==> config.mk <==
export PLATFORM = sky130hd
export DESIGN_NAME = prescaled_counter_bank_flat
export DESIGN_NICKNAME = d
export VERILOG_FILES = /design/src/rtl/prescaled_counter_bank_if.sv /design/src/rtl/prescaled_counter_bank.sv /design/src/flat_wrapper.sv
export SDC_FILE = /design/constraint.sdc
export NUM_CORES = 1
export LEC_CHECK = 0
export CAP_MARGIN = 25
export CORE_MARGIN = 5
export CORE_UTILIZATION = 53
export CTS_CLUSTER_SIZE = 28
export DETAILED_ROUTE_END_ITERATION = 10
export DONT_BUFFER_PORTS = 1
export PLACE_DENSITY = 0.68
export SLEW_MARGIN = 10
export SYNTH_ARGS = -nofsm -noshare
export SYNTH_HDL_FRONTEND = slang
export SYNTH_SLANG_ARGS = --single-unit
==> constraint.sdc <==
create_clock -name Clk -period 3.35 [get_ports Clk]
set_clock_uncertainty 0.2 [all_clocks]
set_input_delay 0.67 -clock Clk [delete_from_list [all_inputs] [get_ports Clk]]
set_output_delay 0.67 -clock Clk [all_outputs]
set_load 0.01 [all_outputs]
==> src/rtl/prescaled_counter_bank_if.sv <==
// Event, configuration and result signals of the prescaled counter bank.
interface prescaled_counter_bank_if #(
   parameter int unsigned N     = 2,
   parameter int unsigned WIDTH = 64,
   parameter int unsigned DIV_W = 4,
   parameter int unsigned SEL_W = 1
);
   logic               En;
   logic [SEL_W-1:0]   Sel;
   logic               Clr;
   logic               Cfg_We;
   logic [SEL_W-1:0]   Cfg_Ch;
   logic [DIV_W-1:0]   Cfg_Div;
   logic               Cfg_Sat;
   logic [N*WIDTH-1:0] Count;
   logic [N-1:0]       Ovf;
   logic               Ovf_Any;

   modport master (
      output En, Sel, Clr, Cfg_We, Cfg_Ch, Cfg_Div, Cfg_Sat,
      input  Count, Ovf, Ovf_Any
   );

   modport slave (
      input  En, Sel, Clr, Cfg_We, Cfg_Ch, Cfg_Div, Cfg_Sat,
      output Count, Ovf, Ovf_Any
   );
endinterface

==> src/rtl/prescaled_counter_bank.sv <==
// Bank of N event counters with per-channel prescaler, wrap/saturate mode and
// sticky overflow. The bus interface must be built with the same parameters.
module prescaled_counter_bank #(
   parameter int unsigned N           = 2,
   parameter int unsigned WIDTH       = 64,
   parameter int unsigned DIV_W       = 4,
   parameter int unsigned SEL_W       = 1,
   parameter int unsigned DEFAULT_DIV = 0
) (
   input logic                      Clk,
   input logic                      Reset_n,
   prescaled_counter_bank_if.slave  bus
);
   localparam logic [WIDTH-1:0] CNT_MAX = {WIDTH{1'b1}};

   logic [WIDTH-1:0] cnt_q [N];
   logic [WIDTH-1:0] cnt_d [N];
   logic [DIV_W-1:0] pre_q [N];
   logic [DIV_W-1:0] pre_d [N];
   logic [DIV_W-1:0] div_q [N];
   logic [DIV_W-1:0] div_d [N];
   logic [N-1:0]     sat_q, sat_d;
   logic [N-1:0]     ovf_q, ovf_d;
   logic             ovf_any_q, ovf_any_d;

   // Next-state: Clr over config over event; config to a channel drops its event.
   always_comb begin
      sat_d = sat_q;
      ovf_d = ovf_q;
      for (int unsigned i = 0; i < N; i++) begin
         cnt_d[i] = cnt_q[i];
         pre_d[i] = pre_q[i];
         div_d[i] = div_q[i];
         if (bus.Clr) begin
            cnt_d[i] = '0;
            pre_d[i] = '0;
            ovf_d[i] = 1'b0;
         end else if (bus.Cfg_We && (bus.Cfg_Ch == SEL_W'(i))) begin
            div_d[i] = bus.Cfg_Div;
            sat_d[i] = bus.Cfg_Sat;
            pre_d[i] = '0;
         end else if (bus.En && (bus.Sel == SEL_W'(i))) begin
            if (pre_q[i] >= div_q[i]) begin
               pre_d[i] = '0;
               if (cnt_q[i] != CNT_MAX) begin
                  cnt_d[i] = cnt_q[i] + WIDTH'(1);
               end else begin
                  ovf_d[i] = 1'b1;
                  cnt_d[i] = sat_q[i] ? CNT_MAX : '0;
               end
            end else begin
               pre_d[i] = pre_q[i] + DIV_W'(1);
            end
         end
      end
      ovf_any_d = |ovf_d;
   end

   always_ff @(posedge Clk or negedge Reset_n) begin
      if (!Reset_n) begin
         for (int unsigned i = 0; i < N; i++) begin
            cnt_q[i] <= '0;
            pre_q[i] <= '0;
            div_q[i] <= DIV_W'(DEFAULT_DIV);
         end
         sat_q     <= '0;
         ovf_q     <= '0;
         ovf_any_q <= 1'b0;
      end else begin
         for (int unsigned i = 0; i < N; i++) begin
            cnt_q[i] <= cnt_d[i];
            pre_q[i] <= pre_d[i];
            div_q[i] <= div_d[i];
         end
         sat_q     <= sat_d;
         ovf_q     <= ovf_d;
         ovf_any_q <= ovf_any_d;
      end
   end

   for (genvar g = 0; g < int'(N); g++) begin : g_count
      assign bus.Count[g*WIDTH +: WIDTH] = cnt_q[g];
   end
   assign bus.Ovf     = ovf_q;
   assign bus.Ovf_Any = ovf_any_q;
endmodule

==> src/flat_wrapper.sv <==
// flat-port wrapper written by rule: the top's interface ports become plain ports
module prescaled_counter_bank_flat 
#(
   parameter int unsigned N           = 2,
   parameter int unsigned WIDTH       = 64,
   parameter int unsigned DIV_W       = 4,
   parameter int unsigned SEL_W       = 1,
   parameter int unsigned DEFAULT_DIV = 0
)
  (Clk, Reset_n, bus_En, bus_Sel, bus_Clr, bus_Cfg_We, bus_Cfg_Ch, bus_Cfg_Div, bus_Cfg_Sat, bus_Count, bus_Ovf, bus_Ovf_Any);
  prescaled_counter_bank_if #(.N(N), .WIDTH(WIDTH), .DIV_W(DIV_W), .SEL_W(SEL_W)) bus_i ();
  input logic Clk;
  input logic Reset_n;
  input wire logic [$bits(bus_i.En)-1:0] bus_En;
  input wire logic [$bits(bus_i.Sel)-1:0] bus_Sel;
  input wire logic [$bits(bus_i.Clr)-1:0] bus_Clr;
  input wire logic [$bits(bus_i.Cfg_We)-1:0] bus_Cfg_We;
  input wire logic [$bits(bus_i.Cfg_Ch)-1:0] bus_Cfg_Ch;
  input wire logic [$bits(bus_i.Cfg_Div)-1:0] bus_Cfg_Div;
  input wire logic [$bits(bus_i.Cfg_Sat)-1:0] bus_Cfg_Sat;
  output wire logic [$bits(bus_i.Count)-1:0] bus_Count;
  output wire logic [$bits(bus_i.Ovf)-1:0] bus_Ovf;
  output wire logic [$bits(bus_i.Ovf_Any)-1:0] bus_Ovf_Any;
  assign bus_i.En = bus_En;
  assign bus_i.Sel = bus_Sel;
  assign bus_i.Clr = bus_Clr;
  assign bus_i.Cfg_We = bus_Cfg_We;
  assign bus_i.Cfg_Ch = bus_Cfg_Ch;
  assign bus_i.Cfg_Div = bus_Cfg_Div;
  assign bus_i.Cfg_Sat = bus_Cfg_Sat;
  assign bus_Count = bus_i.Count;
  assign bus_Ovf = bus_i.Ovf;
  assign bus_Ovf_Any = bus_i.Ovf_Any;
  prescaled_counter_bank #(.N(N), .WIDTH(WIDTH), .DIV_W(DIV_W), .SEL_W(SEL_W), .DEFAULT_DIV(DEFAULT_DIV)) u_core (.Clk(Clk), .Reset_n(Reset_n), .bus(bus_i));
endmodule
## After elaboration in Yosys (flattened, before gate mapping)

Cells that the tools add are included.

| storage, ports and cells | value |
|---|---|
| register bits | 149 |
| input bits | 12 |
| output and inout bits | 131 |
| logic and storage cells | 68 |

| cells by class | value |
|---|---|
| add/sub/neg operators | 4 |
| $lt $le $gt $ge | 2 |
| eq/ne operators | 4 |
| mux-type cells | 30 |
| bitwise gates (word level) | 3 |
| reduce and logical (&&, ||, !) cells | 15 |

Operators by type and width:

| cell | number |
|---|---|
| 64-bit 2-to-1 mux | 12 |
| 64-bit by 1-bit adder with 64-bit output (second input constant) | 2 |
| 64-bit inequality test (second input constant) | 2 |
| 4-bit 2-to-1 mux | 8 |
| 1-bit 2-to-1 mux | 10 |
| 4-bit by 1-bit adder with 4-bit output (second input constant) | 2 |
| 4-bit greater-or-equal comparator | 2 |
| 2-bit nonzero test | 4 |
| 3-bit AND reduction | 2 |
| 3-bit nonzero test | 2 |
| 1-bit logical AND | 4 |
| 2-bit inequality test (second input constant) | 2 |
| 2-bit AND reduction | 2 |
| 1-bit NOT | 3 |
| 2-bit OR reduction | 1 |

## Longest topological paths before layout

| depth | value |
|---|---|
| depth in word-level cells | 7 |
| gate-level depth with buffers | 11 |
| gate-level depth less buffers | 8 |

## Worst setup path before layout

No wires, ideal clock.

| timing | value |
|---|---|
| path kind | flip-flop to flip-flop |
| from | register u_core.cnt_q, in the netlist u_core.bus.Count[0] |
| to | register u_core.cnt_q, in the netlist u_core.bus.Count[22] |
| library setup time | 0.121 ns |
| data arrival time | 2.296 ns |
| data required time | 3.029 ns |
| slack | 0.733 ns |
| cell stages (with the launch flop) | 9 |
| path buffers | 2 |
| clock period less this slack | 2.617 ns |
| cell sequence | dfrtp_1 > ha_1 > nand4_1 > nor4_4 > nand3_2 > o31a_1 > buf_2 > buf_2 > a22o_1 |

| between the ends | value |
|---|---|
| longest elaborated chain between the ends | 6 |
| elaborated cells between the ends (all ways) | 7 |
| those cells by class | 1 x add/sub; 1 x eq/ne; 5 x mux |

RTL lines:

| item | RTL line | RTL |
|---|---|---|
| from (decl) | prescaled_counter_bank.sv:16 | `logic [WIDTH-1:0] cnt_q [N];` |
| from (signal, indexed assignment) | prescaled_counter_bank.sv:71 | `cnt_q[i] <= cnt_d[i];` |
| 64-bit by 1-bit adder with 64-bit output / 64-bit inequality test (equally long branches) | prescaled_counter_bank.sv:46, prescaled_counter_bank.sv:45 |  |
| 64-bit 2-to-1 mux * | prescaled_counter_bank.sv:45 | `if (cnt_q[i] != CNT_MAX) begin` |
| 64-bit 2-to-1 mux * | prescaled_counter_bank.sv:43 | `if (pre_q[i] >= div_q[i]) begin` |
| 64-bit 2-to-1 mux * | prescaled_counter_bank.sv:42 | `end else if (bus.En && (bus.Sel == SEL_W'(i))) begin` |
| 64-bit 2-to-1 mux * | prescaled_counter_bank.sv:38 | `end else if (bus.Cfg_We && (bus.Cfg_Ch == SEL_W'(i))) begin` |
| 64-bit 2-to-1 mux * | prescaled_counter_bank.sv:34 | `if (bus.Clr) begin` |

Every way passes the cells marked *; elsewhere a longest branch is shown, timed or not. The select of a mux whose other input is x is not followed.
A chain may end at the register's enable or synchronous reset.

## Worst setup path in the final report

| timing | value |
|---|---|
| from | register u_core.cnt_q, in the netlist u_core.bus.Count[0] |
| to | register u_core.cnt_q, in the netlist u_core.bus.Count[56] |

The elaborated chain is that of the path after synthesis.

==> reports/results.tsv <==
metric	value	unit
synth_seq_cells	149	
drive_gt1_share	10.25	%
setup_viol	0	
ios	143	
drt_pass1_iterations	7	
hpwl	19770	um
rrSetupSlack	0.33	ns
rsz0062_at_grt	false	
ys_seq_area_share	38.46	%
synthToLayoutAreaGrowth	10.49	%
cts_tree	built	
min_path_type	in2async	
synth_edf_count	0	
cp_num_buf_inv	1	
max_freq	330.6	MHz
vias	9634	
cpPeakStageDelay	0.48	ns
p_seq_share	44.7	%
p_leak	0.004435	uW
fin_setup_tns	0	ns
yosysTopAreaCellShare	38.46	%
hold_viol	149	
fin_hold_ws	-0.2695	ns
crit_fanout	31	
cp-end-kind	flip-flop	
io_buffer_count	0	
slew_headroom	29.75	%
grt.total_usage	26.88	%
syn_area	9694	sq um
antenna_found_initial	0	
initial_core_util	53.97	%
status	finished with violations	
finalCoreUtilization	59.63	%
crit_family	simple AND/OR/NAND/NOR gates	
pwr-share-comb	5.1	%
internal_power	3165	uW
fin_nets	1240	
r2r_start	u_core.bus.Count[0]$_DFFE_PN0P_	
switchingPower	966.8	uW
drt_iter0_drc	869	
fill_cells	1594	
grt_pass1_wl	47600	um
violations	negative hold slack	
syn_nets	1238	
path_cells	ha_1, nand4_1, nor4_4, nand3_2, o31a_2, buf_4, a22oi_1, a21oi_1	
crit_arrival	3.11	ns
power_density	385.7	nW/um^2
max-cap-violations	0	
h-tree-depth	4	
gp_congestion	0.8685	
drt_wl_total	29410	um
p_clk_share	50.1	%
clock_path_buffers	2	
die_h	145.2	um
async_flop_share	100.0	%
n_antenna_cell	0	
switching_share	23.40	%
grt.overflow.total	0	
numCtsBuffers	17	
clock-root-buffer	clkbuf_16	
path_class	reg2reg	
crit_required	3.44	ns
synth_top_area_cell	dfrtp_1	
grt_max_degree	150	
start_kind	flip-flop	
ant_nets	0	
clock_sinks	149	
die_w	145.2	um
core.rowCount	49	
post-route-period-util	90.29	%
clk_pin_slew	0.06	ns
yosysMostFrequentCell	o21ai_0	
routed_via_density	6.608	
synth_top_cells_by_count	o21ai_0 (169), nand2_1 (150), dfrtp_1 (149)	
reg2reg_to	u_core.bus.Count[56]$_DFFE_PN0P_	
ys_types	63	
netlist_instances	1214	
syn_area_per_cell	7.985	sq um
die-area	21100	sq um
rr_worst_depth	8	
report.final.slew_viol_count	0	
yosys_most_used_dff	dfrtp_1	
worst_pin_slew	1.054	ns
ir_drop	0.3741	mV
coreArea	17960	sq um
ys_top_cells_by_area	dfrtp_1 (38%), o21ai_0 (8.7%), nand3_1 (6.4%)	
period_minus_slack	3.025	ns
wl_per_cell	20.17	um
slowest_stage	dfrtp_1	
clkLatencyLatePin	0.43	ns
drc	0	
yosysWarningCount	0	
power.total	4132	uW
grt_pass1_vias	8898	
==> stage by stage <==
step                setup WS, ns  instances  instance area (sq um)
floorplan                 0.7333       1214                   9694
global placement          0.3254       1425                  10060
detailed placement        0.3336       1425                  10060
CTS                       0.2433       1457                  10680
global route             0.08815       1458                  10710
finish                    0.3254       1458                  10710
==> layout by cell type, fill, tap and decap left out, types with 13 or more instances in the layout <==
cell       count
o21ai_0      169
nand2_1      150
dfrtp_1      149
nand3_1      123
nor2_1        90
nand4_1       52
nor3_1        49
inv_1         46
a21oi_1       40
buf_4         39
nor4_1        32
clkbuf_16     17
or3_1         16
and3_1        15
a31oi_1       15
a21o_1        15
or2_2         13
==> cells by family (layout without fill, tap and decap cells) <==
kind of cell | Yosys count | in the layout | synth area share (%)
fa+ha+maj | 12 | 12 | 1.549
xor+xnor | 3 | 3 | 0.2711
buf+inv | 105 | 120 | 4.646
compound gates | 331 | 331 | 20.91
simple gates | 608 | 608 | 33.47
flops | 149 | 149 | 38.46
mux | 6 | 6 | 0.6969
==> power by group through the flow <==
stage | clock network [uW] | logic (uW) | registers, uW
finish | 2070 | 213 | 1850
global route | 2170 | 237 | 1850
CTS | 2080 | 210 | 1850
detailed placement | 0 | 208 | 1880
global placement | 0 | 204 | 1880
floorplan | 0 | 155 | 1870
==> routing by layer <==
metal,vias to the layer above,track usage [%],part of all wire [%]
met3,51,6.860,8.6
met1,4653,33.25,39
met2,407,46.06,50
met5,-,0,0
met4,0,8.722,2.0
li1,4523,-,-
==> sequential cells by signal, summed over array words and instances, names as in the netlist <==
register / flops
u_core.div_q: 8
u_core.sat_q: 2
u_core.bus.Ovf: 2
u_core.bus.Count: 128
u_core.bus.Ovf_Any: 1
u_core.pre_q: 8
==> worst max path at each step <==
stage                                                from                               end  cells after the start
after CTS                 u_core.bus.Count[1]$_DFFE_PN0P_  u_core.bus.Count[56]$_DFFE_PN0P_                      8
after global placement    u_core.bus.Count[0]$_DFFE_PN0P_  u_core.bus.Count[56]$_DFFE_PN0P_                      8
after floorplan           u_core.bus.Count[0]$_DFFE_PN0P_  u_core.bus.Count[22]$_DFFE_PN0P_                      8
final                     u_core.bus.Count[0]$_DFFE_PN0P_  u_core.bus.Count[56]$_DFFE_PN0P_                      8
after global routing      u_core.bus.Count[0]$_DFFE_PN0P_  u_core.bus.Count[56]$_DFFE_PN0P_                      8
after detailed placement  u_core.bus.Count[1]$_DFFE_PN0P_  u_core.bus.Count[56]$_DFFE_PN0P_                      8
==> timing repair <==
item                                    in CTS  in global routing
hold endpoints to repair                   149                149
buffers inserted                             0                  0
endpoints found under the setup margin       0                  1
resized for setup                            0                  0
==> worst reg2reg max path: stages (launching register included) <==
cell and delay [ns]:
dfrtp_1 0.48, ha_1 0.26, nand4_1 0.30, nor4_4 0.35, nand3_2 0.27, o31a_2 0.43
buf_4 0.24, a22oi_1 0.27, a21oi_1 0.09
==> area by class of cell <==
class	count	area [sq um]	share of cell area, %
clock inverter	12	177.7	1.659
tap	229	286.5	2.675
multi-input combinational	960	5539	51.71
inverter	46	172.7	1.612
clock buffer	20	446.7	4.170
sequential	149	3729	34.81
timing repair buffer	42	360.3	3.364
Note: power is estimated with default switching activity, not from simulation.
